$ cat src/rtl/scalar_product_stream.sv
// Streaming dot product: skewed multiply-add chain of LANES stages plus a cross-beat accumulator.
// Optional SCALAR_PRODUCT_SAT_EN: saturating accumulator with sticky overflow reported on out_ovf.

module scalar_product_lane #(
  parameter int NBITS = 8,
  parameter int PW    = 18,
  parameter int DLY   = 0
) (
  input  logic             clk,
  input  logic             reset,
  input  logic             en,
  input  logic             vld,
  input  logic [NBITS-1:0] a,
  input  logic [NBITS-1:0] b,
  input  logic [PW-1:0]    psum_in,
  output logic [PW-1:0]    psum_out
);
  logic [NBITS-1:0]   a_d, b_d;
  logic [2*NBITS-1:0] prod;

  // Skew lane operands so they meet their beat's partial sum at this stage
  if (DLY == 0) begin : g_nodly
    assign a_d = a;
    assign b_d = b;
  end else begin : g_dly
    logic [DLY-1:0][NBITS-1:0] a_sr, b_sr;
    always_ff @(posedge clk or negedge reset) begin
      if (!reset) begin
        a_sr <= '0;
        b_sr <= '0;
      end else if (en) begin
        a_sr[0] <= a;
        b_sr[0] <= b;
        for (int j = 1; j < DLY; j++) begin
          a_sr[j] <= a_sr[j-1];
          b_sr[j] <= b_sr[j-1];
        end
      end
    end
    assign a_d = a_sr[DLY-1];
    assign b_d = b_sr[DLY-1];
  end

  assign prod = {{NBITS{1'b0}}, a_d} * {{NBITS{1'b0}}, b_d};

  always_ff @(posedge clk or negedge reset) begin
    if (!reset)  psum_out <= '0;
    else if (en) psum_out <= vld ? psum_in + PW'(prod) : '0;
  end
endmodule

module scalar_product_stream #(
  parameter int NBITS = 8,
  parameter int LANES = 4,
  parameter int ACC_W = 2*NBITS+8
) (
  input  logic                   clk,
  input  logic                   reset,
  input  logic                   in_valid,
  output logic                   in_ready,
  input  logic                   in_last,
  input  logic [LANES*NBITS-1:0] A,
  input  logic [LANES*NBITS-1:0] B,
  output logic                   out_valid,
  input  logic                   out_ready,
  output logic [ACC_W-1:0]       out,
  output logic                   out_ovf
);
  localparam int PW = 2*NBITS + $clog2(LANES);

  logic                        stall, en;
  logic [LANES-1:0][NBITS-1:0] a_q, b_q;
  logic [LANES:0]              vld_pipe, lst_pipe;
  logic [PW-1:0]               psum [LANES+1];
  logic [ACC_W-1:0]            acc, acc_nxt;
  logic [ACC_W:0]              acc_sum;
  logic                        ovf, ovf_nxt;

  assign stall    = out_valid && !out_ready;
  assign en       = !stall;
  assign in_ready = !stall;
  assign psum[0]  = '0;

  // Index 0 is the input capture register; index k follows chain stage k
  always_ff @(posedge clk or negedge reset) begin
    if (!reset) begin
      a_q      <= '0;
      b_q      <= '0;
      vld_pipe <= '0;
      lst_pipe <= '0;
    end else if (en) begin
      a_q      <= A;
      b_q      <= B;
      vld_pipe <= {vld_pipe[LANES-1:0], in_valid};
      lst_pipe <= {lst_pipe[LANES-1:0], in_last};
    end
  end

  for (genvar k = 0; k < LANES; k++) begin : g_lane
    scalar_product_lane #(.NBITS(NBITS), .PW(PW), .DLY(k)) u_lane (
      .clk      (clk),
      .reset    (reset),
      .en       (en),
      .vld      (vld_pipe[k]),
      .a        (a_q[k]),
      .b        (b_q[k]),
      .psum_in  (psum[k]),
      .psum_out (psum[k+1])
    );
  end

  assign acc_sum = {1'b0, acc} + (ACC_W+1)'(psum[LANES]);

`ifdef SCALAR_PRODUCT_SAT_EN
  // Once saturated, acc stays at all-ones: any further add carries out again
  always_comb begin
    ovf_nxt = ovf | acc_sum[ACC_W];
    acc_nxt = acc_sum[ACC_W] ? '1 : acc_sum[ACC_W-1:0];
  end
`else
  always_comb begin
    ovf_nxt = 1'b0;
    acc_nxt = acc_sum[ACC_W-1:0];
  end
`endif

  always_ff @(posedge clk or negedge reset) begin
    if (!reset) begin
      acc       <= '0;
      ovf       <= 1'b0;
      out       <= '0;
      out_valid <= 1'b0;
      out_ovf   <= 1'b0;
    end else if (en) begin
      if (vld_pipe[LANES] && lst_pipe[LANES]) begin
        out       <= acc_nxt;
        out_ovf   <= ovf_nxt;
        out_valid <= 1'b1;
        acc       <= '0;
        ovf       <= 1'b0;
      end else begin
        if (out_ready) out_valid <= 1'b0;
        if (vld_pipe[LANES]) begin
          acc <= acc_nxt;
          ovf <= ovf_nxt;
        end
      end
    end
  end
endmodule

$ cat config.mk
export PLATFORM = sky130hd
export DESIGN_NAME = scalar_product_stream
export DESIGN_NICKNAME = d
export VERILOG_FILES = /design/src/rtl/scalar_product_stream.sv
export SDC_FILE = /design/constraint.sdc
export NUM_CORES = 1
export LEC_CHECK = 0
export CORE_AREA = 2 2 236 238
export CTS_CLUSTER_DIAMETER = 200
export DETAILED_ROUTE_END_ITERATION = 8
export DIE_AREA = 0 0 238 240
export GPL_ROUTABILITY_DRIVEN = 1
export SLEW_MARGIN = 0
export SYNTH_ARGS = -nofsm -noshare
export SYNTH_HDL_FRONTEND = slang
export SYNTH_SLANG_ARGS = --single-unit
$ cat constraint.sdc
create_clock -name clk -period 4.95 [get_ports clk]
set_input_delay 1.2375 -clock clk [delete_from_list [all_inputs] [get_ports clk]]
set_output_delay 1.2375 -clock clk [all_outputs]
set_load 0.01 [all_outputs]
==> results of run 1 <==
[through the flow]
stage               cell area [sq um]  hold slack (ns)  util (%)  worst slack [ns]  instances
detailed placement              23320           0.4555     42.66            0.1835       3173
global route                    24500           0.4784     44.83          0.007268       3237
finish                          24500           0.4644     44.83            0.2073       3237
floorplan                       21570           0.4386         -            0.4906       2430
CTS                             24480           0.4623     44.79            0.1737       3235
global placement                23320           0.4501     42.66            0.2437       3173
[synth_stat cells (3+ instances only)]
master / number
or3_1: 4
o211a_1: 4
nor3_1: 8
clkbuf_1: 73
nor2b_1: 5
xnor2_1: 30
o21a_1: 7
nor3b_1: 3
and3_1: 4
o31a_1: 3
o22ai_1: 12
xor2_1: 31
o211ai_1: 7
nand4_1: 6
a22o_1: 14
dfrtp_1: 289
a31oi_1: 7
o21ai_0: 81
a21o_1: 17
fa_1: 188
buf_1: 4
o21bai_1: 4
and2_1: 162
nand3_1: 30
o21ai_1: 5
clkinv_1: 3
a31o_2: 3
nand2b_1: 6
ha_1: 173
nor2_1: 47
a211oi_1: 13
a311oi_1: 3
a21oi_1: 50
mux2_2: 7
nor4_1: 3
nand2_1: 700
o31ai_1: 18
inv_1: 364
[metal layers]
metal	GRT usage, %	wire length (um)
met2	29.74	23050
met3	2.618	1637
met4	3.542	689
met1	24.64	23430
met5	0	0
[worst reg2reg max path, stage by stage, from the launching register on]
cell,delay (ns)
dfrtp_1,0.46
and2_1,0.21
fa_1,0.47
inv_1,0.05
fa_1,0.50
inv_1,0.07
fa_1,0.53
inv_1,0.05
fa_1,0.53
inv_1,0.04
ha_1,0.37
and2_1,0.19
a311o_1,0.33
o211ai_1,0.17
buf_4,0.18
a21oi_1,0.05
a21oi_1,0.17
xor2_1,0.15
o22ai_1,0.08
[final timing paths]
check                                                   to  slack [ns]  cells after the start
min in group asynchronous                          out[10]        0.68                      1
hold / removal             g_lane[3].u_lane.g_dly.b_sr[11]        0.46                      2
hold reg to reg            g_lane[3].u_lane.g_dly.b_sr[11]        0.46                      2
setup reg to reg             g_lane[0].u_lane.psum_out[13]        0.21                     18
setup / recovery             g_lane[0].u_lane.psum_out[13]        0.21                     18
max in group asynchronous          g_lane[2].u_lane.a_d[5]        3.21                      2
[timing repair]
item                       4_1_cts  5_1_grt
gates resized for setup          0        5
setup buffers                    0        2
setup endpoints to repair        0        5
[final cells by class]
| class | instances | area [sq um] |
|---|---|---|
| Clock buffer | 46 | 988.4 |
| Clock inverter | 16 | 175.2 |
| Fill cell | 5410 | 30160 |
| Inverter | 367 | 1383 |
| Multi-Input combinational cell | 1694 | 12670 |
| Sequential cell | 289 | 7236 |
| Tap cell | 704 | 880.8 |
| Timing Repair Buffer | 121 | 1174 |
[logic make-up (layout without fill, tap and decap cells)]
family	count (synthesis)	in the layout
compound gates	272	272
xor+xnor	61	61
fa+ha+maj	361	361
buf+inv	447	550
flops	289	289
mux	7	7
other cells	1	1
simple gates	992	992
==> flow_metrics.tcl, run 1 <==
set metrics [dict create \
    status "completed" \
    nNetsFinal 2939 \
    yosysWarningCount 0 \
    synthXorXnorAreaFrac_pct 2.476 \
    critPathKind "flip-flop to flip-flop" \
    top_register "g_lane.u_lane.psum_out" \
    path_cells "and2_1 > fa_1 > inv_1 > fa_1 > inv_1 > fa_1 > inv_1 > fa_1 > inv_1 > ha_1 > and2_1 > a311o_1 > o211ai_1 > buf_4 > a21oi_1 > a21oi_1 > xor2_1 > o22ai_1" \
    cts.path.max_buffers 3 \
    ys_seq_area_share_pct 33.52 \
    period_share_pct 95.81 \
    relSlewSlack_pct 21.49 \
    drive_gt1_share_pct 4.461 \
    ys_types 71 \
    grt_first_pass_wirelength_mm 82.32 \
    chipWidth_um 238 \
    synth_top_family_by_area "adder cells" \
    top_regs "g_lane.u_lane.psum_out: 70 flops, a_q: 32 flops, b_q: 32 flops" \
    vias 15580 \
    yosys.area_share.simple_pct 20.10 \
    syn_avg_cell_area_sq_um 8.878 \
    cap_violations 0 \
    clkTransAtPathRegs_ns 0.06 \
    final_antenna_net_count 0 \
    syn_nets 2860 \
    required_ns 5.34 \
    hp-start "g_lane[3].u_lane.g_dly.b_sr[11]" \
    synth_mux_area_share_pct 0.3654 \
    overflow 0 \
    synth-compound-area-share_pct 8.241 \
    wire_per_inst_um 15.08 \
    grt_pass1_vias 15940 \
    synth_edf_count 0 \
    syn-cell-area_sq_mm 0.02157 \
    cts.sinks 289 \
    syn_to_final_growth_pct 13.58 \
    path_max_fanout 9 \
    ys.flop_type "dfrtp_1" \
    worstMarginPinSlew_ns 1.173 \
    cts-root-buf "clkbuf_16" \
    synth_top_area_share_pct 33.52 \
    cp-end-kind "flip-flop" \
    finalSetupViolCount 0 \
    clock_skew_ns 0.02780 \
    dieArea_sq_mm 0.05712 \
    dp_hpwl_mm 37.94 \
    hold_viol_final 0 \
    core_area_sq_mm 0.05466 \
    setup.worst_path.start "b_q[2]" \
    synthArstFlopShare_pct 100.0 \
    drc 0 \
    crit_path_start_kind "flip-flop" \
    via_per_inst 4.813 \
    cts_buffers 36 \
    synth-seq-cells 289 \
    largest_reg_flops 70 \
    timing.rr.start "b_q[2]" \
    n_antenna_cell 0 \
    grt.total_usage_pct 17.77 \
    yosys.area_share.adder_pct 27.48 \
    critPathMaxStageDelay_ns 0.53 \
    rows 86 \
    cp_top_family "adder cells" \
    layout_common_cells "nand2_1, inv_1, dfrtp_1" \
    io_buffers 94 \
    worstHoldPathType "flip-flop to flip-flop" \
    crit_buf_inv 5 \
    cts_tree "yes" \
    maxSlewViolCount 0 \
    clock_latency_ns 0.54 \
    layout_commonest_cell "nand2_1" \
    initial_core_util_pct 39.47 \
    critical_path_arrival_ns 5.13 \
    globalplace.congestion 0.8766 \
    grt_max_degree 116 \
    clock.fmax_ghz 0.2108 \
    synth_top_area_cell "dfrtp_1" \
    cts_htree_levels 2 \
    drt-total-wl_mm 48.82 \
    die_y_um 240 \
    syn_inst 2430 \
    holdBufCountCts 0 \
    grt_setup_unrepaired "false" \
    synth.area.top_cells "dfrtp_1, fa_1, nand2_1" \
    grt_antenna_before_repair 0 \
    io_pins 96 \
    first_pass_iters 5 \
    period_needed_ns 4.743 \
    crit_slowest_cell "fa_1" \
    dr.first_iter.drc_count 812 \
    tns_ns 0 \
]
Power of run 1 is not shown: default switching activity piles up to over one toggle a cycle in this logic, so the estimate is an artifact.
==> inputs of run 2 (changes only) <==
==> constraint.sdc (replaced) <==
create_clock -name clk -period 5.2 [get_ports clk]
set_input_delay 1.3 -clock clk [delete_from_list [all_inputs] [get_ports clk]]
set_output_delay 1.3 -clock clk [all_outputs]
set_load 0.01 [all_outputs]
==> flow_metrics.tcl, run 2 (same netlist as run 1, synthesis figures left out) <==
set metrics [dict create \
    critPathMaxStageDelay_ns 0.53 \
    io_buffers 94 \
    drive_gt1_share_pct 3.658 \
    initial_core_util_pct 39.47 \
    grt_max_degree 228 \
    relSlewSlack_pct 28.35 \
    overflow 0 \
    top_register "g_lane.u_lane.psum_out" \
    rows 86 \
    grt_first_pass_wirelength_mm 82.14 \
    final_antenna_net_count 0 \
    crit_buf_inv 4 \
    clkTransAtPathRegs_ns 0.06 \
    cp-end-kind "flip-flop" \
    cts.path.max_buffers 3 \
    clock.fmax_ghz 0.2103 \
    period_needed_ns 4.756 \
    status "completed" \
    worstHoldPathType "flip-flop to flip-flop" \
    required_ns 5.59 \
    clock_latency_ns 0.54 \
    worstMarginPinSlew_ns 1.075 \
    clock_skew_ns 0.01797 \
    postCtsSetupRepairBufs 0 \
    layout_commonest_cell "nand2_1" \
    dp_hpwl_mm 37.02 \
    dieArea_sq_mm 0.05712 \
    die_y_um 240 \
    cts_tree "yes" \
    top_regs "g_lane.u_lane.psum_out: 70 flops, a_q: 32 flops, b_q: 32 flops" \
    cts_htree_levels 2 \
    cts-root-buf "clkbuf_16" \
    grt.total_usage_pct 17.67 \
    cts_buffers 36 \
    syn_to_final_growth_pct 13.07 \
    hold_viol_final 0 \
    holdBufCountCts 0 \
    via_per_inst 4.858 \
    dr.first_iter.drc_count 873 \
    tns_ns 0 \
    path_max_fanout 9 \
    finalSetupViolCount 0 \
    first_pass_iters 5 \
    vias 15640 \
    io_pins 96 \
    n_antenna_cell 0 \
    largest_reg_flops 70 \
    layout_common_cells "nand2_1, inv_1, dfrtp_1" \
    critPathKind "flip-flop to flip-flop" \
    drc 0 \
    grt_setup_unrepaired "false" \
    drt-total-wl_mm 48.19 \
    cts.repair.resized 0 \
    crit_slowest_cell "fa_1" \
    cap_violations 0 \
    wire_per_inst_um 14.97 \
    grt_antenna_before_repair 1 \
    critical_path_arrival_ns 5.14 \
    nNetsFinal 2922 \
    path_cells "and2_1 > fa_1 > inv_1 > fa_1 > inv_1 > fa_1 > inv_1 > fa_1 > inv_1 > ha_1 > o21a_1 > a21oi_1 > nor4b_1 > a2111oi_0 > xor2_1 > o22ai_1" \
    core_area_sq_mm 0.05466 \
    grt_pass1_vias 16070 \
    period_share_pct 91.45 \
    cp_top_family "adder cells" \
    cts.sinks 289 \
    maxSlewViolCount 0 \
    crit_path_start_kind "flip-flop" \
    chipWidth_um 238 \
    globalplace.congestion 0.8689 \
]
==> run 2: metal layers <==
metal | track usage, % | up-vias | wire length [um]
li1 | - | 7738 | -
met1 | 24.37 | 7598 | 22980
met2 | 29.22 | 233 | 22510
met3 | 2.549 | 66 | 1594
met4 | 4.697 | 2 | 1091
met5 | 0 | - | 13
==> run 2: final cells by class <==
cell class	instances	area (sq um)
clock buffer	48	1027
multi-input combinational	1694	12670
timing repair buffer	104	1071
fill	5416	30270
clock inverter	13	133.9
sequential	289	7232
inverter	367	1383
tap	704	880.8
==> run 2: stage by stage <==
stage | setup WS (ns) | utilization [%] | instance area, sq um | hold slack, ns | instances
5_1_grt | 0.1027 | 44.63 | 24390 | 0.4810 | 3219
3_5_place_dp | 0.4451 | 42.50 | 23230 | 0.4551 | 3158
3_3_place_gp | 0.4993 | 42.50 | 23230 | 0.4502 | 3158
2_1_floorplan | 0.7406 | - | 21570 | 0.4386 | 2430
6_report | 0.4444 | 44.63 | 24390 | 0.4624 | 3219
4_1_cts | 0.4322 | 44.63 | 24390 | 0.4685 | 3219
==> run 2: final timing paths <==
path,slack (ns),from,to,cells past startpoint
setup / recovery,0.44,a_q[3],g_lane[0].u_lane.psum_out[14],16
hold / removal,0.46,g_lane[3].u_lane.g_dly.a_sr[2],g_lane[3].u_lane.g_dly.a_sr[2],2
setup reg to reg,0.44,a_q[3],g_lane[0].u_lane.psum_out[14],16
hold reg to reg,0.46,g_lane[3].u_lane.g_dly.a_sr[2],g_lane[3].u_lane.g_dly.a_sr[2],2
max in group asynchronous,3.46,reset,g_lane[1].u_lane.a_d[6],2
min in group asynchronous,0.72,reset,out[8],1
==> run 2: tightest hold or removal path: cells and delay by family (launching register included) <==
family | cells | cell delay [ns]
flip-flops | 1 | 0.34
AND/OR/NAND/NOR | 2 | 0.09
Power of run 2 is left out for the same reason.
==> inputs of run 3 (changes only) <==
--- a/config.mk
+++ b/config.mk
@@ -5,12 +5,13 @@
 export SDC_FILE = /design/constraint.sdc
 export NUM_CORES = 1
 export LEC_CHECK = 0
-export CORE_AREA = 2 2 236 238
+export CORE_AREA = 2 2 229 231
 export CTS_CLUSTER_DIAMETER = 200
 export DETAILED_ROUTE_END_ITERATION = 8
-export DIE_AREA = 0 0 238 240
+export DIE_AREA = 0 0 231 233
 export GPL_ROUTABILITY_DRIVEN = 1
 export SLEW_MARGIN = 0
 export SYNTH_ARGS = -nofsm -noshare
 export SYNTH_HDL_FRONTEND = slang
+export SYNTH_HIERARCHICAL = 1
 export SYNTH_SLANG_ARGS = --single-unit
==> constraint.sdc (replaced) <==
create_clock -name clk -period 5.3 [get_ports clk]
set_input_delay 1.325 -clock clk [delete_from_list [all_inputs] [get_ports clk]]
set_output_delay 1.325 -clock clk [all_outputs]
set_load 0.01 [all_outputs]
==> flow_metrics.tcl, run 3 <==
set metrics [dict create \
    drc 0 \
    yosysWarningCount 6 \
    finalSetupViolCount 0 \
    synth_edf_count 0 \
    yosysMostFrequentCell "inv_1" \
    relSlewSlack_pct 37.55 \
    clock_skew_ns 0.01423 \
    globalplace.congestion 0.8532 \
    grt_max_degree 141 \
    synth_top_area_cell "dfrtp_1" \
    required_ns 5.73 \
    clock.fmax_ghz 0.2203 \
    layout_common_cells "inv_1, nand2_1, dfrtp_1" \
    rows 83 \
    layout.cells.non_filler 3187 \
    n_antenna_cell 0 \
    tns_ns 0 \
    cts_buffers 37 \
    syn_to_final_growth_pct 13.05 \
    nNetsFinal 2926 \
    cts-root-buf "clkbuf_16" \
    critPathKind "flip-flop to flip-flop" \
    cts.repair.resized 0 \
    grt.total_usage_pct 18.98 \
    drive_gt1_share_pct 9.015 \
    hold_ws_ns 0.4631 \
    cts.path.max_buffers 3 \
    path_max_fanout 9 \
    cts_tree "yes" \
    ys_types 97 \
    cts_htree_levels 2 \
    period_needed_ns 4.540 \
    synth_top_area_share_pct 31.82 \
    ys.flop_type "dfrtp_1" \
    status "completed" \
    syn-cell-area_sq_mm 0.02289 \
    critical_path_arrival_ns 4.97 \
    ys_seq_area_share_pct 31.82 \
    grt_setup_unrepaired "false" \
    grt_pass1_vias 17050 \
    holdBufCountCts 0 \
    worstMarginPinSlew_ns 0.9367 \
    worstHoldPathType "flip-flop to flip-flop" \
    die_y_um 233 \
    clkTransAtPathRegs_ns 0.06 \
    crit_path_start_kind "flip-flop" \
    syn_inst 2393 \
    clock_latency_ns 0.55 \
    top_regs "g_lane.u_lane/psum_out: 72 flops, a_q: 32 flops, b_q: 32 flops" \
    dieArea_sq_mm 0.05382 \
    via_per_inst 5.076 \
    largest_reg_flops 72 \
    overflow 0 \
    fillers 4802 \
    final_util_pct 50.64 \
    io_buffers 94 \
    top_register "g_lane.u_lane/psum_out" \
    io_pins 96 \
    grt_antenna_before_repair 0 \
    grt_first_pass_wirelength_mm 83.73 \
    wire_per_inst_um 15.08 \
    initial_core_util_pct 44.79 \
    layout_commonest_cell "inv_1" \
    ys_top_cells_by_count "inv_1, nand2_1, dfrtp_1" \
    synthArstFlopShare_pct 100.0 \
    hold_viol_final 0 \
    first_pass_iters 5 \
    synth-seq-cells 291 \
    drt-total-wl_mm 48.07 \
    maxSlewViolCount 0 \
    syn_avg_cell_area_sq_um 9.564 \
    dp_cells 3119 \
    postCtsSetupRepairBufs 0 \
    chipWidth_um 231 \
    synth.area.top_cells "dfrtp_1, fa_1, ha_1" \
    vias 16180 \
    regArea_sq_mm 0.007282 \
    core_area_sq_mm 0.05109 \
    cap_violations 0 \
    cp-end-kind "flip-flop" \
    final_antenna_net_count 0 \
    dp_hpwl_mm 36.47 \
    period_share_pct 85.66 \
    dr.first_iter.drc_count 839 \
    multi_input_area_sq_mm 0.01360 \
    cts.sinks 291 \
]
run 3: changes by cell type after synthesis, sizes merged, moves of 14 or more:
cell	change
a21oi	+14
xor2	-16
clkbuf	-16
mux2	+97
inv	+85
o31ai	-14
and2	-17
nand2	-281
run 3: final cells by class:
class / instances / share of cell area, %
multi-input cells: 1593 / 52.56
flip-flops and latches: 291 / 28.15
inverters: 452 / 6.587
clock buffers: 51 / 4.333
repair buffers: 103 / 4.062
well taps: 680 / 3.289
clock inverters: 17 / 1.025
run 3: per-layer routing:
layer | share of wire [%] | GRT usage [%]
met1 | 46 | 25.25
met2 | 49 | 32.66
met3 | 3.3 | 2.390
met4 | 2.1 | 5.081
met5 | 0 | 0
run 3: worst max-delay path, cell delays in order, from the launching register on:
cell	delay, ns
dfrtp_1	0.47
nand2_1	0.12
fa_1	0.52
fa_1	0.55
inv_1	0.06
fa_1	0.53
inv_1	0.06
fa_1	0.54
inv_1	0.04
ha_1	0.41
a21o_1	0.21
a21oi_2	0.22
a21oi_1	0.11
or3_1	0.36
a41o_1	0.23
run 3: logic make-up (layout without fill, tap and decap cells):
| logic type | after synthesis | in the layout | share of synthesized area (%) |
|---|---|---|---|
| and+or+nand+nor | 732 | 732 | 15.11 |
| DFF | 291 | 291 | 31.82 |
| muxes | 106 | 106 | 5.221 |
| adders and majority gates | 379 | 379 | 27.31 |
| buffers and inverters | 527 | 623 | 9.092 |
| AOI/OAI and AO/OA | 310 | 310 | 9.633 |
| xor gates and xnor gates | 47 | 47 | 1.799 |
| other | 1 | 19 | 0.01639 |
run 3: final timing paths:
kind                                         start                            end  slack, ns  cells after the start
setup / recovery           g_lane[1].u_lane/a_d[0]  g_lane[1].u_lane/psum_out[11]       0.76                     14
hold / removal                              a_q[8]                         a_q[8]       0.46                      2
setup reg to reg           g_lane[1].u_lane/a_d[0]  g_lane[1].u_lane/psum_out[11]       0.76                     14
hold reg to reg                             a_q[8]                         a_q[8]       0.46                      2
max in group asynchronous                    reset                        out[11]       3.39                      2
min in group asynchronous                    reset                         a_q[8]       0.80                      1
run 3: per-stage QoR:
step                setup slack, ns  cell area, sq um
floorplan                     1.052             22950
global placement             0.8215             24490
detailed placement           0.7767             24490
CTS                          0.7471             25870
global route                 0.4240             25870
finish                       0.7603             25870
Power of run 3 is left out for the same reason.
